$ cat src/rtl/vga_pkg.sv
// Shared types and default geometry for the VGA line-fetch arbiter.
package vga_pkg;

    localparam int H_VISIBLE_DEF = 800;
    localparam int V_VISIBLE_DEF = 480;
    localparam int BURST_LEN_DEF = 16;

    typedef enum logic [2:0] {
        IDLE,
        RD_CMD,
        RD_DATA,
        WR_CMD,
        DRAIN
    } arb_state_t;

endpackage

$ cat src/rtl/vga_line_fetch_arbiter_if.sv
// Pixel-memory command/read-data port shared by the fetch and write paths.
interface vga_line_fetch_arbiter_if #(
    parameter int ADDR_W = 19,
    parameter int DATA_W = 16
);
    logic              mem_req;
    logic              mem_we;
    logic [ADDR_W-1:0] mem_addr;
    logic [DATA_W-1:0] mem_wdata;
    logic              mem_ack;
    logic              mem_rvalid;
    logic [DATA_W-1:0] mem_rdata;

    modport master (
        output mem_req, mem_we, mem_addr, mem_wdata,
        input  mem_ack, mem_rvalid, mem_rdata
    );

    modport slave (
        input  mem_req, mem_we, mem_addr, mem_wdata,
        output mem_ack, mem_rvalid, mem_rdata
    );
endinterface

$ cat src/rtl/vga_line_fetch_arbiter_fetch_addr_gen.sv
// Line base, burst index and beat counters for the line prefetcher.
module vga_fetch_addr_gen
    import vga_pkg::*;
#(
    parameter int H_VISIBLE = H_VISIBLE_DEF,
    parameter int ADDR_W    = 19,
    parameter int BURST_LEN = BURST_LEN_DEF
) (
    input  logic              clk,
    input  logic              reset,
    input  logic              load,
    input  logic [10:0]       line_num,
    input  logic              beat_inc,
    input  logic              burst_inc,
    output logic [ADDR_W-1:0] rd_addr,
    output logic [9:0]        lb_addr,
    output logic              beat_last,
    output logic              line_last
);
    localparam int BEAT_W  = $clog2(BURST_LEN);
    localparam int N_BURST = H_VISIBLE / BURST_LEN;
    localparam int BIDX_W  = (N_BURST > 1) ? $clog2(N_BURST) : 1;

    logic [ADDR_W-1:0] base;
    logic [BIDX_W-1:0] burst_idx;
    logic [BEAT_W-1:0] beat;

    // beat keeps counting across a reload so a drained burst still ends on time
    always_ff @(posedge clk) begin
        if (reset) begin
            base      <= '0;
            burst_idx <= '0;
            beat      <= '0;
        end else begin
            if (beat_inc)
                beat <= beat + BEAT_W'(1);
            if (load) begin
                base      <= ADDR_W'(line_num) * ADDR_W'(H_VISIBLE);
                burst_idx <= '0;
            end else if (burst_inc) begin
                burst_idx <= burst_idx + BIDX_W'(1);
            end
        end
    end

    assign rd_addr   = base + ADDR_W'({burst_idx, {BEAT_W{1'b0}}});
    assign lb_addr   = 10'({burst_idx, beat});
    assign beat_last = &beat;
    assign line_last = (burst_idx == BIDX_W'(N_BURST - 1));

endmodule

$ cat src/rtl/vga_line_fetch_arbiter.sv
// Line prefetch / writer arbiter on one pixel-memory port.
// Define VGA_ARB_FAIR_EN to grant one pending write between bursts of a line.
module vga_line_fetch_arbiter
    import vga_pkg::*;
#(
    parameter int H_VISIBLE = H_VISIBLE_DEF,
    parameter int V_VISIBLE = V_VISIBLE_DEF,
    parameter int ADDR_W    = 19,
    parameter int DATA_W    = 16,
    parameter int BURST_LEN = BURST_LEN_DEF
) (
    input  logic              vga_clk,
    input  logic              reset,
    input  logic              line_start,
    input  logic [10:0]       line_num,
    output logic              fetch_done,
    output logic              underrun,
    input  logic              clr_underrun,
    output logic              lb_we,
    output logic [9:0]        lb_addr,
    output logic [DATA_W-1:0] lb_data,
    input  logic              wr_req,
    input  logic [ADDR_W-1:0] wr_addr,
    input  logic [DATA_W-1:0] wr_data,
    output logic              wr_ack,
    vga_line_fetch_arbiter_if.master mem
);
`ifdef VGA_ARB_FAIR_EN
    localparam bit FAIR = 1'b1;
`else
    localparam bit FAIR = 1'b0;
`endif

    arb_state_t        state;
    logic              fetch_pend;
    logic              start_ok;
    logic              beat_in;
    logic              burst_end;
    logic              beat_last;
    logic              line_last;
    logic [ADDR_W-1:0] rd_addr;

    assign start_ok  = line_start && (line_num < 11'(V_VISIBLE));
    assign beat_in   = mem.mem_rvalid && ((state == RD_DATA) || (state == DRAIN));
    assign burst_end = beat_in && beat_last;

    vga_fetch_addr_gen #(
        .H_VISIBLE (H_VISIBLE),
        .ADDR_W    (ADDR_W),
        .BURST_LEN (BURST_LEN)
    ) u_addr (
        .clk       (vga_clk),
        .reset     (reset),
        .load      (start_ok),
        .line_num  (line_num),
        .beat_inc  (beat_in),
        .burst_inc ((state == RD_DATA) && burst_end && !line_last),
        .rd_addr   (rd_addr),
        .lb_addr   (lb_addr),
        .beat_last (beat_last),
        .line_last (line_last)
    );

    always_ff @(posedge vga_clk) begin
        if (reset) begin
            state      <= IDLE;
            fetch_pend <= 1'b0;
            fetch_done <= 1'b0;
            underrun   <= 1'b0;
        end else begin
            fetch_done <= 1'b0;
            unique case (state)
                IDLE:
                    if (fetch_pend || start_ok) state <= RD_CMD;
                    else if (wr_req)            state <= WR_CMD;
                RD_CMD:
                    // an ack racing a retarget returns stale beats; drain them
                    if (mem.mem_ack) state <= start_ok ? DRAIN : RD_DATA;
                RD_DATA:
                    if (burst_end) begin
                        if (line_last) begin
                            fetch_done <= 1'b1;
                            fetch_pend <= 1'b0;
                            state      <= IDLE;
                        end else if (FAIR && wr_req) begin
                            state <= WR_CMD;
                        end else begin
                            state <= RD_CMD;
                        end
                    end else if (start_ok) begin
                        state <= DRAIN;
                    end
                WR_CMD:
                    if (mem.mem_ack) state <= IDLE;
                DRAIN:
                    if (burst_end) state <= RD_CMD;
                default:
                    state <= IDLE;
            endcase
            if (start_ok)
                fetch_pend <= 1'b1;
            if (clr_underrun)
                underrun <= 1'b0;
            if (start_ok && fetch_pend)
                underrun <= 1'b1;
        end
    end

    assign mem.mem_req   = (state == RD_CMD) || (state == WR_CMD);
    assign mem.mem_we    = (state == WR_CMD);
    assign mem.mem_addr  = mem.mem_we ? wr_addr : rd_addr;
    assign mem.mem_wdata = mem.mem_we ? wr_data : '0;
    assign wr_ack        = mem.mem_we && mem.mem_ack;
    assign lb_we         = (state == RD_DATA) && mem.mem_rvalid;
    assign lb_data       = lb_we ? mem.mem_rdata : '0;

endmodule
$ cat src/flat_wrapper.sv
// flat-port wrapper written by rule: the top's interface ports become plain ports
module vga_line_fetch_arbiter_flat import vga_pkg::*;
#(
    parameter int H_VISIBLE = H_VISIBLE_DEF,
    parameter int V_VISIBLE = V_VISIBLE_DEF,
    parameter int ADDR_W    = 19,
    parameter int DATA_W    = 16,
    parameter int BURST_LEN = BURST_LEN_DEF
)
  (vga_clk, reset, line_start, line_num, fetch_done, underrun, clr_underrun, lb_we, lb_addr, lb_data, wr_req, wr_addr, wr_data, wr_ack, mem_mem_req, mem_mem_we, mem_mem_addr, mem_mem_wdata, mem_mem_ack, mem_mem_rvalid, mem_mem_rdata);
  vga_line_fetch_arbiter_if #(.ADDR_W(ADDR_W), .DATA_W(DATA_W)) mem_i ();
  input  logic vga_clk;
  input  logic reset;
  input  logic line_start;
  input  logic [10:0] line_num;
  output logic fetch_done;
  output logic underrun;
  input  logic clr_underrun;
  output logic lb_we;
  output logic [9:0] lb_addr;
  output logic [DATA_W-1:0] lb_data;
  input  logic wr_req;
  input  logic [ADDR_W-1:0] wr_addr;
  input  logic [DATA_W-1:0] wr_data;
  output logic wr_ack;
  output wire logic [$bits(mem_i.mem_req)-1:0] mem_mem_req;
  output wire logic [$bits(mem_i.mem_we)-1:0] mem_mem_we;
  output wire logic [$bits(mem_i.mem_addr)-1:0] mem_mem_addr;
  output wire logic [$bits(mem_i.mem_wdata)-1:0] mem_mem_wdata;
  input wire logic [$bits(mem_i.mem_ack)-1:0] mem_mem_ack;
  input wire logic [$bits(mem_i.mem_rvalid)-1:0] mem_mem_rvalid;
  input wire logic [$bits(mem_i.mem_rdata)-1:0] mem_mem_rdata;
  assign mem_mem_req = mem_i.mem_req;
  assign mem_mem_we = mem_i.mem_we;
  assign mem_mem_addr = mem_i.mem_addr;
  assign mem_mem_wdata = mem_i.mem_wdata;
  assign mem_i.mem_ack = mem_mem_ack;
  assign mem_i.mem_rvalid = mem_mem_rvalid;
  assign mem_i.mem_rdata = mem_mem_rdata;
  vga_line_fetch_arbiter #(.H_VISIBLE(H_VISIBLE), .V_VISIBLE(V_VISIBLE), .ADDR_W(ADDR_W), .DATA_W(DATA_W), .BURST_LEN(BURST_LEN)) u_core (.vga_clk(vga_clk), .reset(reset), .line_start(line_start), .line_num(line_num), .fetch_done(fetch_done), .underrun(underrun), .clr_underrun(clr_underrun), .lb_we(lb_we), .lb_addr(lb_addr), .lb_data(lb_data), .wr_req(wr_req), .wr_addr(wr_addr), .wr_data(wr_data), .wr_ack(wr_ack), .mem(mem_i));
endmodule
$ cat config.mk
export PLATFORM = sky130hd
export DESIGN_NAME = vga_line_fetch_arbiter_flat
export DESIGN_NICKNAME = d
export VERILOG_FILES = /design/src/rtl/vga_pkg.sv /design/src/rtl/vga_line_fetch_arbiter_if.sv /design/src/rtl/vga_line_fetch_arbiter_fetch_addr_gen.sv /design/src/rtl/vga_line_fetch_arbiter.sv /design/src/flat_wrapper.sv
export SDC_FILE = /design/constraint.sdc
export NUM_CORES = 1
export LEC_CHECK = 0
export CORE_UTILIZATION = 46
export DETAILED_ROUTE_END_ITERATION = 10
export GPL_TIMING_DRIVEN = 0
export PLACE_DENSITY_LB_ADDON = 0.1
export SETUP_SLACK_MARGIN = 0.1
export SKIP_LAST_GASP = 1
export SLEW_MARGIN = 10
export SYNTH_ARGS = -nofsm -noshare
export SYNTH_HDL_FRONTEND = slang
export SYNTH_SLANG_ARGS = --single-unit
$ cat constraint.sdc
create_clock -name vga_clk -period 5.9 [get_ports vga_clk]
set_input_delay 1.77 -clock vga_clk [delete_from_list [all_inputs] [get_ports vga_clk]]
set_output_delay 1.77 -clock vga_clk [all_outputs]
set_load 0.01 [all_outputs]
==> impl_metrics.json, run 1 <==
{
  "ys_async_sr_fraction": 0,
  "max_cap_viol_count": 0,
  "drtIter0Drc": 144,
  "cts_root_buffer": "clkbuf_8",
  "peakVddDrop_v": 0.000153,
  "fin_tns_setup_ns": 0,
  "diodes": 0,
  "timing.fmax_mhz": 185,
  "fin_ws_ns": 0.502,
  "startpoint": "wr_addr[11]",
  "ff2ff_setup_slack_ns": 3.89,
  "start_util": 0.479,
  "clock-sinks": 30,
  "crit_required_ns": 4.13,
  "track_usage": 0.240,
  "crit_fanout": 3,
  "hold_buffers": 0,
  "fp-row-count": 29,
  "drcViolationCount": 0,
  "ioPinCount": 136,
  "path_class": "input pin to output port",
  "syn_area_sq_um": 3040,
  "synth_cell_types": 52,
  "p_leak_nw": 2.01,
  "clock_latency_ns": 0.29,
  "ys_warn_count": 0,
  "numCtsBuffers": 5,
  "grt_pass1_wl_mm": 14.0,
  "vias": 3208,
  "htreeDepth": 2,
  "rsz0062_at_grt": "false",
  "antenna_found_initial": 0,
  "grt_pass1_vias": 3074,
  "post_cts_buffers": 0,
  "utilization": 0.723,
  "hold_violations": 0,
  "rr_startpoint": "u_core.u_addr.beat[0]",
  "ant_nets": 0,
  "fp.coreArea_sq_um": 6350,
  "nets": 650,
  "dr.pass1.iters": 5,
  "final-max-slew-violation-count": 0,
  "min_path_type": "flop to flop",
  "area_growth_pct": 50.9,
  "crit_path_end_kind": "output port",
  "fp.dieW_microns": 83.3,
  "pre_cts_ws_ns": 0.497,
  "vias_per_cell": 5.25,
  "place_congestion": 0.838,
  "syn_nets": 509,
  "status": "complete, no violations",
  "wl_mm": 8.24,
  "drive_gt1_frac": 0.0337,
  "syn_avg_cell_area_sq_um": 7.76,
  "die_h_microns": 83.3,
  "place_area_sq_um": 4480,
  "finalCriticalPeriod_ns": 5.40,
  "hpwl_mm": 6.79,
  "clkTransAtPathRegs_ns": 0.06,
  "min_from": "u_core.u_addr.base[9]",
  "wl_per_cell_microns": 13.5,
  "port_buffers": 134,
  "grt-ovfl-total": 0,
  "final_area_sq_um": 4590,
  "seq_area_frac_synth": 0.197,
  "synth-edff-count": 0,
  "max-slew-margin-rel": 0.679,
  "clk_path_buf_depth": 2,
  "syn_inst": 392,
  "cts_tree": "yes",
  "setup_viol": 0,
  "die_area_sq_um": 6940,
  "post-route-period-util": 0.915,
  "arrival_ns": 3.63,
  "finClkSkew_ns": 0.00513,
  "nFillCells": 551,
  "ys_ff_latch": 30,
  "cp-start-kind": "input pin",
  "cts_resized": 0,
  "power.total_uw": 961,
  "p_per_area_nw_per_um2": 209,
  "worst_slew_pin_slew_ns": 0.481,
  "ys.flop_type": "dfxtp_1",
  "grt_max_degree": 11
}
## worst paths after layout
kind,endpoint,cells past startpoint
max reg2reg,u_core.state[2],6
min,u_core.u_addr.base[9],2
min reg2reg,u_core.u_addr.base[9],2
max,mem_mem_addr[11],6
## critical path: stages
cell,delay [ns]
clkdlybuf4s50_1,0.49
nor2_1,0.07
or3b_2,0.45
mux2_2,0.27
nand2_1,0.05
clkdlybuf4s50_1,0.53
## routing by layer
metal,up-vias,part of all wire,track usage
met5,-,0,0
met4,0,0.013,0.0580
met3,7,0.035,0.0229
met2,73,0.51,0.435
met1,1465,0.44,0.304
li1,1663,-,-
## power breakdown
group	leakage, nW	switching (mW)	internal, mW
Combinational	1.72	0.255	0.261
Clock	0.0514	0.0811	0.126
Sequential	0.244	0.0175	0.221
## area by class of cell
type	instances	area, sq um	area share
Buffer	18	76.3	0.0166
Inverter	27	101	0.0221
Tap cell	77	96.3	0.0210
Sequential cell	30	601	0.131
Clock inverter	2	37.5	0.00818
Clock buffer	6	72.6	0.0158
Multi-Input combinational cell	317	2260	0.493
Timing Repair Buffer	134	1340	0.292
## sequential cells by signal, indices dropped and copies added (netlist names)
register and count:
u_core.underrun 1, u_core.state 3, u_core.u_addr.burst_idx 6, u_core.fetch_done 1, u_core.u_addr.beat 4, u_core.u_addr.base 14, u_core.fetch_pend 1
## layout by cell type (no fill, tap or decap), types with 15 or more instances in the layout
master / instances
and2_1: 19
nand2_1: 40
nor2_1: 32
and3_1: 25
a21oi_1: 25
dfxtp_1: 30
ha_1: 41
nand3_1: 15
clkdlybuf4s50_1: 134
inv_1: 25
clkbuf_1: 16
## synthesized netlist by cell type, drive strengths merged, types with 3 or more instances
library cell / number / share of area
ha: 41 / 0.17
mux2i: 5 / 0.016
nand3: 15 / 0.025
a21o: 6 / 0.015
nor2b: 4 / 0.0082
dfxtp: 30 / 0.20
nand3b: 5 / 0.012
inv: 25 / 0.031
fa: 7 / 0.046
nor2: 32 / 0.039
clkbuf: 15 / 0.019
a21oi: 25 / 0.041
nand2: 40 / 0.049
xor2: 11 / 0.032
o21ai: 14 / 0.023
o311ai: 5 / 0.014
and3: 25 / 0.051
a211oi: 7 / 0.021
nor3: 10 / 0.016
buf: 3 / 0.0066
nand4: 7 / 0.014
nand2b: 3 / 0.0062
xnor2: 8 / 0.023
and2: 20 / 0.042
## kinds of logic (layout without fill, tap and decap cells)
family | Yosys count | after routing | share of synthesized area
AND/OR/NAND/NOR | 174 | 174 | 0.306
AO/OA/AOI/OAI | 70 | 70 | 0.149
adder cells (fa/ha/maj) | 48 | 48 | 0.215
buffers and inverters | 45 | 187 | 0.0584
flip-flops | 30 | 30 | 0.197
XOR/XNOR | 19 | 19 | 0.0547
multiplexers | 6 | 6 | 0.0202
## metrics by stage
step | instances | hold WS, ns
after floorplan | 392 | 0.440
after global placement | 603 | 0.461
after detailed placement | 603 | 0.464
after CTS | 611 | 0.475
after global routing | 611 | 0.499
final | 611 | 0.474
(Power assumes the default switching activity.)
==> inputs of run 2 (changes only) <==
Settings changed: SETUP_SLACK_MARGIN 0.1 to 0.05.
==> results of run 2 <==
No change in the layout: final DEF, timing and power equal those of run 1.
==> inputs of run 3 (changes only) <==
Settings changed: ABC_AREA set to 1, CORE_UTILIZATION 46 to 47.
Clock period 5.9 ns to 7 ns, I/O delays scaled along.
==> run 3 against run 2 <==
The flow now finishes with violations (DRC). Largest power group unchanged. Clock-buffer cell count unchanged. Flip-flop and latch count unchanged. Routed wire length up 8.5%. Critical path depth up 1. Sequential power down 14%. Worst setup slack better by 0.45 ns.
==> impl_metrics.json, run 3 <==
{
  "status": "complete, but fails checks",
  "violations": "DRC",
  "cp_slowest_cell": "clkdlybuf4s50_1",
  "fp.dieW_microns": 83.9,
  "grt_pass1_vias": 3280,
  "min_path_cells": 2,
  "cts_root_buffer": "clkbuf_8",
  "cts_tree": "yes",
  "yosys.area.top_type_share": 0.190,
  "cp-start-kind": "input pin",
  "grt_max_degree": 11,
  "syn_inst": 495,
  "syn_area_sq_um": 3150,
  "die_area_sq_um": 7040,
  "drcViolationCount": 29,
  "reg2reg_to": "u_core.state[1]",
  "drive_gt1_frac": 0.0456,
  "hold_buffers": 0,
  "grt-ovfl-total": 0,
  "top_regs": "u_core.u_addr.base x14, u_core.u_addr.burst_idx x6, u_core.u_addr.beat x4",
  "power.total_uw": 799,
  "yosysMostFrequentCell": "inv_1",
  "clkTransAtPathRegs_ns": 0.06,
  "port_buffers": 135,
  "synthTopCellsByArea": "dfxtp_1, ha_1, inv_1",
  "min_path_type": "flop to flop",
  "min_from": "u_core.u_addr.base[15]",
  "ys.flop_type": "dfxtp_1",
  "area_growth_pct": 48.5,
  "crit_fanout": 10,
  "vias_per_cell": 4.90,
  "ys_async_sr_fraction": 0,
  "ys_warn_count": 0,
  "setup_viol": 0,
  "clk_path_buf_depth": 2,
  "p_leak_nw": 2.34,
  "fp.coreArea_sq_um": 6420,
  "path_class": "input pin to output port",
  "worstHoldEndpoint": "u_core.u_addr.base[15]",
  "htreeDepth": 2,
  "synth_top_area_cell": "dfxtp_1",
  "largest_register_ffs": 14,
  "rr_startpoint": "u_core.u_addr.beat[0]",
  "ys_top_cells_by_count": "inv_1, nand2_1, nor2_1",
  "finClkSkew_ns": 0.00206,
  "post-route-period-util": 0.864,
  "die_h_microns": 83.9,
  "wl_mm": 8.93,
  "crit_required_ns": 4.90,
  "hold_violations": 0,
  "ioPinCount": 136,
  "fp-row-count": 29,
  "track_usage": 0.257,
  "numCtsBuffers": 5,
  "synth_cell_types": 39,
  "p_per_area_nw_per_um2": 171,
  "max_cap_viol_count": 0,
  "antenna_found_initial": 0,
  "synth-edff-count": 0,
  "syn_nets": 612,
  "ff2ff_setup_slack_ns": 5.41,
  "grt_pass1_wl_mm": 14.8,
  "ys_ff_latch": 30,
  "timing.fmax_mhz": 165,
  "cts_resized": 0,
  "drtIter0Drc": 219,
  "wl_per_cell_microns": 12.5,
  "clock-sinks": 30,
  "rsz0062_at_grt": "false",
  "arrival_ns": 3.95,
  "ant_nets": 0,
  "vias": 3496,
  "finalCriticalPeriod_ns": 6.05,
  "ff2ff_path_depth": 10,
  "regMostFlops": "u_core.u_addr.base",
  "post_cts_buffers": 0,
  "seq_area_frac_synth": 0.190,
  "crit_path_end_kind": "output port",
  "place_congestion": 0.853,
  "peakVddDrop_v": 0.0000986,
  "layout_common_cells": "clkdlybuf4s50_1, inv_1, nand2_1, nor2_1, ha_1",
  "hpwl_mm": 7.55,
  "worst_slew_pin_slew_ns": 0.501,
  "max_stage_delay_ns": 0.59,
  "syn_avg_cell_area_sq_um": 6.37,
  "max-slew-margin-rel": 0.666,
  "clock_latency_ns": 0.28,
  "fin_tns_setup_ns": 0,
  "start_util": 0.491,
  "utilization": 0.729,
  "layout_commonest_cell": "clkdlybuf4s50_1",
  "path_delay_family": "buffers and inverters",
  "worstPathCellList": "clkdlybuf4s50_1 > inv_1 > nor2_1 > inv_1 > buf_2 > nor2_1 > clkdlybuf4s50_1",
  "diodes": 0,
  "crit_buf_inv": 5,
  "nets": 754,
  "final-max-slew-violation-count": 0,
  "dr.pass1.iters": 8
}
run 3: cell count changes after synthesis, sizes merged, moves of 18 or more:
cell	change
and2	-20
nand2	+69
inv	+91
nor2	+38
and3	-24
nand3	+18
run 3: per-layer routing:
layer  global-route usage  vias to the layer above  share of wire
met5                    0                        -              0
met4               0.0580                        0          0.013
met3               0.0524                       13          0.072
met2                0.481                      129           0.51
met1                0.297                     1538           0.41
li1                     -                     1816              -
run 3: power by group:
group,switching (mW),internal [mW]
registers,0.0168,0.187
clock network,0.0618,0.0757
logic,0.242,0.216
run 3: worst reg2reg max path: stages (launching register included):
cell and delay, ns:
dfxtp_1 0.37, ha_1 0.26, inv_1 0.11, nor2_1 0.16
nand3_2 0.11, nand2_2 0.09, nand2_1 0.07, nor2_2 0.15
nand2_1 0.07, nand2_1 0.06, nor2_1 0.03
run 3: kinds of logic (layout without fill, tap and decap cells):
kind of cell / after synthesis / after routing / share of synthesized area
AO/OA/AOI/OAI: 58 / 58 / 0.113
buffers and inverters: 125 / 266 / 0.155
AND/OR/NAND/NOR: 227 / 227 / 0.315
adder cells (fa/ha/maj): 48 / 48 / 0.207
XOR/XNOR: 7 / 7 / 0.0194
flip-flops: 30 / 30 / 0.190
run 3: final cells by class:
class / instances / area (sq um)
Multi-Input combinational cell: 340 / 2060
Fill cell: 528 / 1740
Timing Repair Buffer: 135 / 1350
Sequential cell: 30 / 601
Inverter: 117 / 447
Tap cell: 77 / 96.3
Clock buffer: 6 / 82.6
Buffer: 8 / 41.3
run 3: through the flow:
stage | worst slack, ns | instance area [sq um] | instances | hold WS (ns)
3_5_place_dp | 0.950 | 4600 | 707 | 0.471
5_1_grt | 0.837 | 4680 | 713 | 0.516
2_1_floorplan | 2.06 | 3150 | 495 | 0.446
3_3_place_gp | 0.971 | 4600 | 707 | 0.470
4_1_cts | 0.944 | 4680 | 713 | 0.483
6_report | 0.949 | 4680 | 713 | 0.486
run 3: how the worst max path moves through the flow:
stage	end	from	slack (ns)	cells after the start
floorplan	lb_data[10]	mem_mem_rvalid	2.06	5
detailed placement	lb_data[8]	mem_mem_rvalid	0.95	7
global route	lb_data[13]	mem_mem_rvalid	0.84	7
CTS	lb_data[8]	mem_mem_rvalid	0.94	7
finish	lb_data[8]	mem_mem_rvalid	0.95	7
global placement	lb_data[8]	mem_mem_rvalid	0.97	7
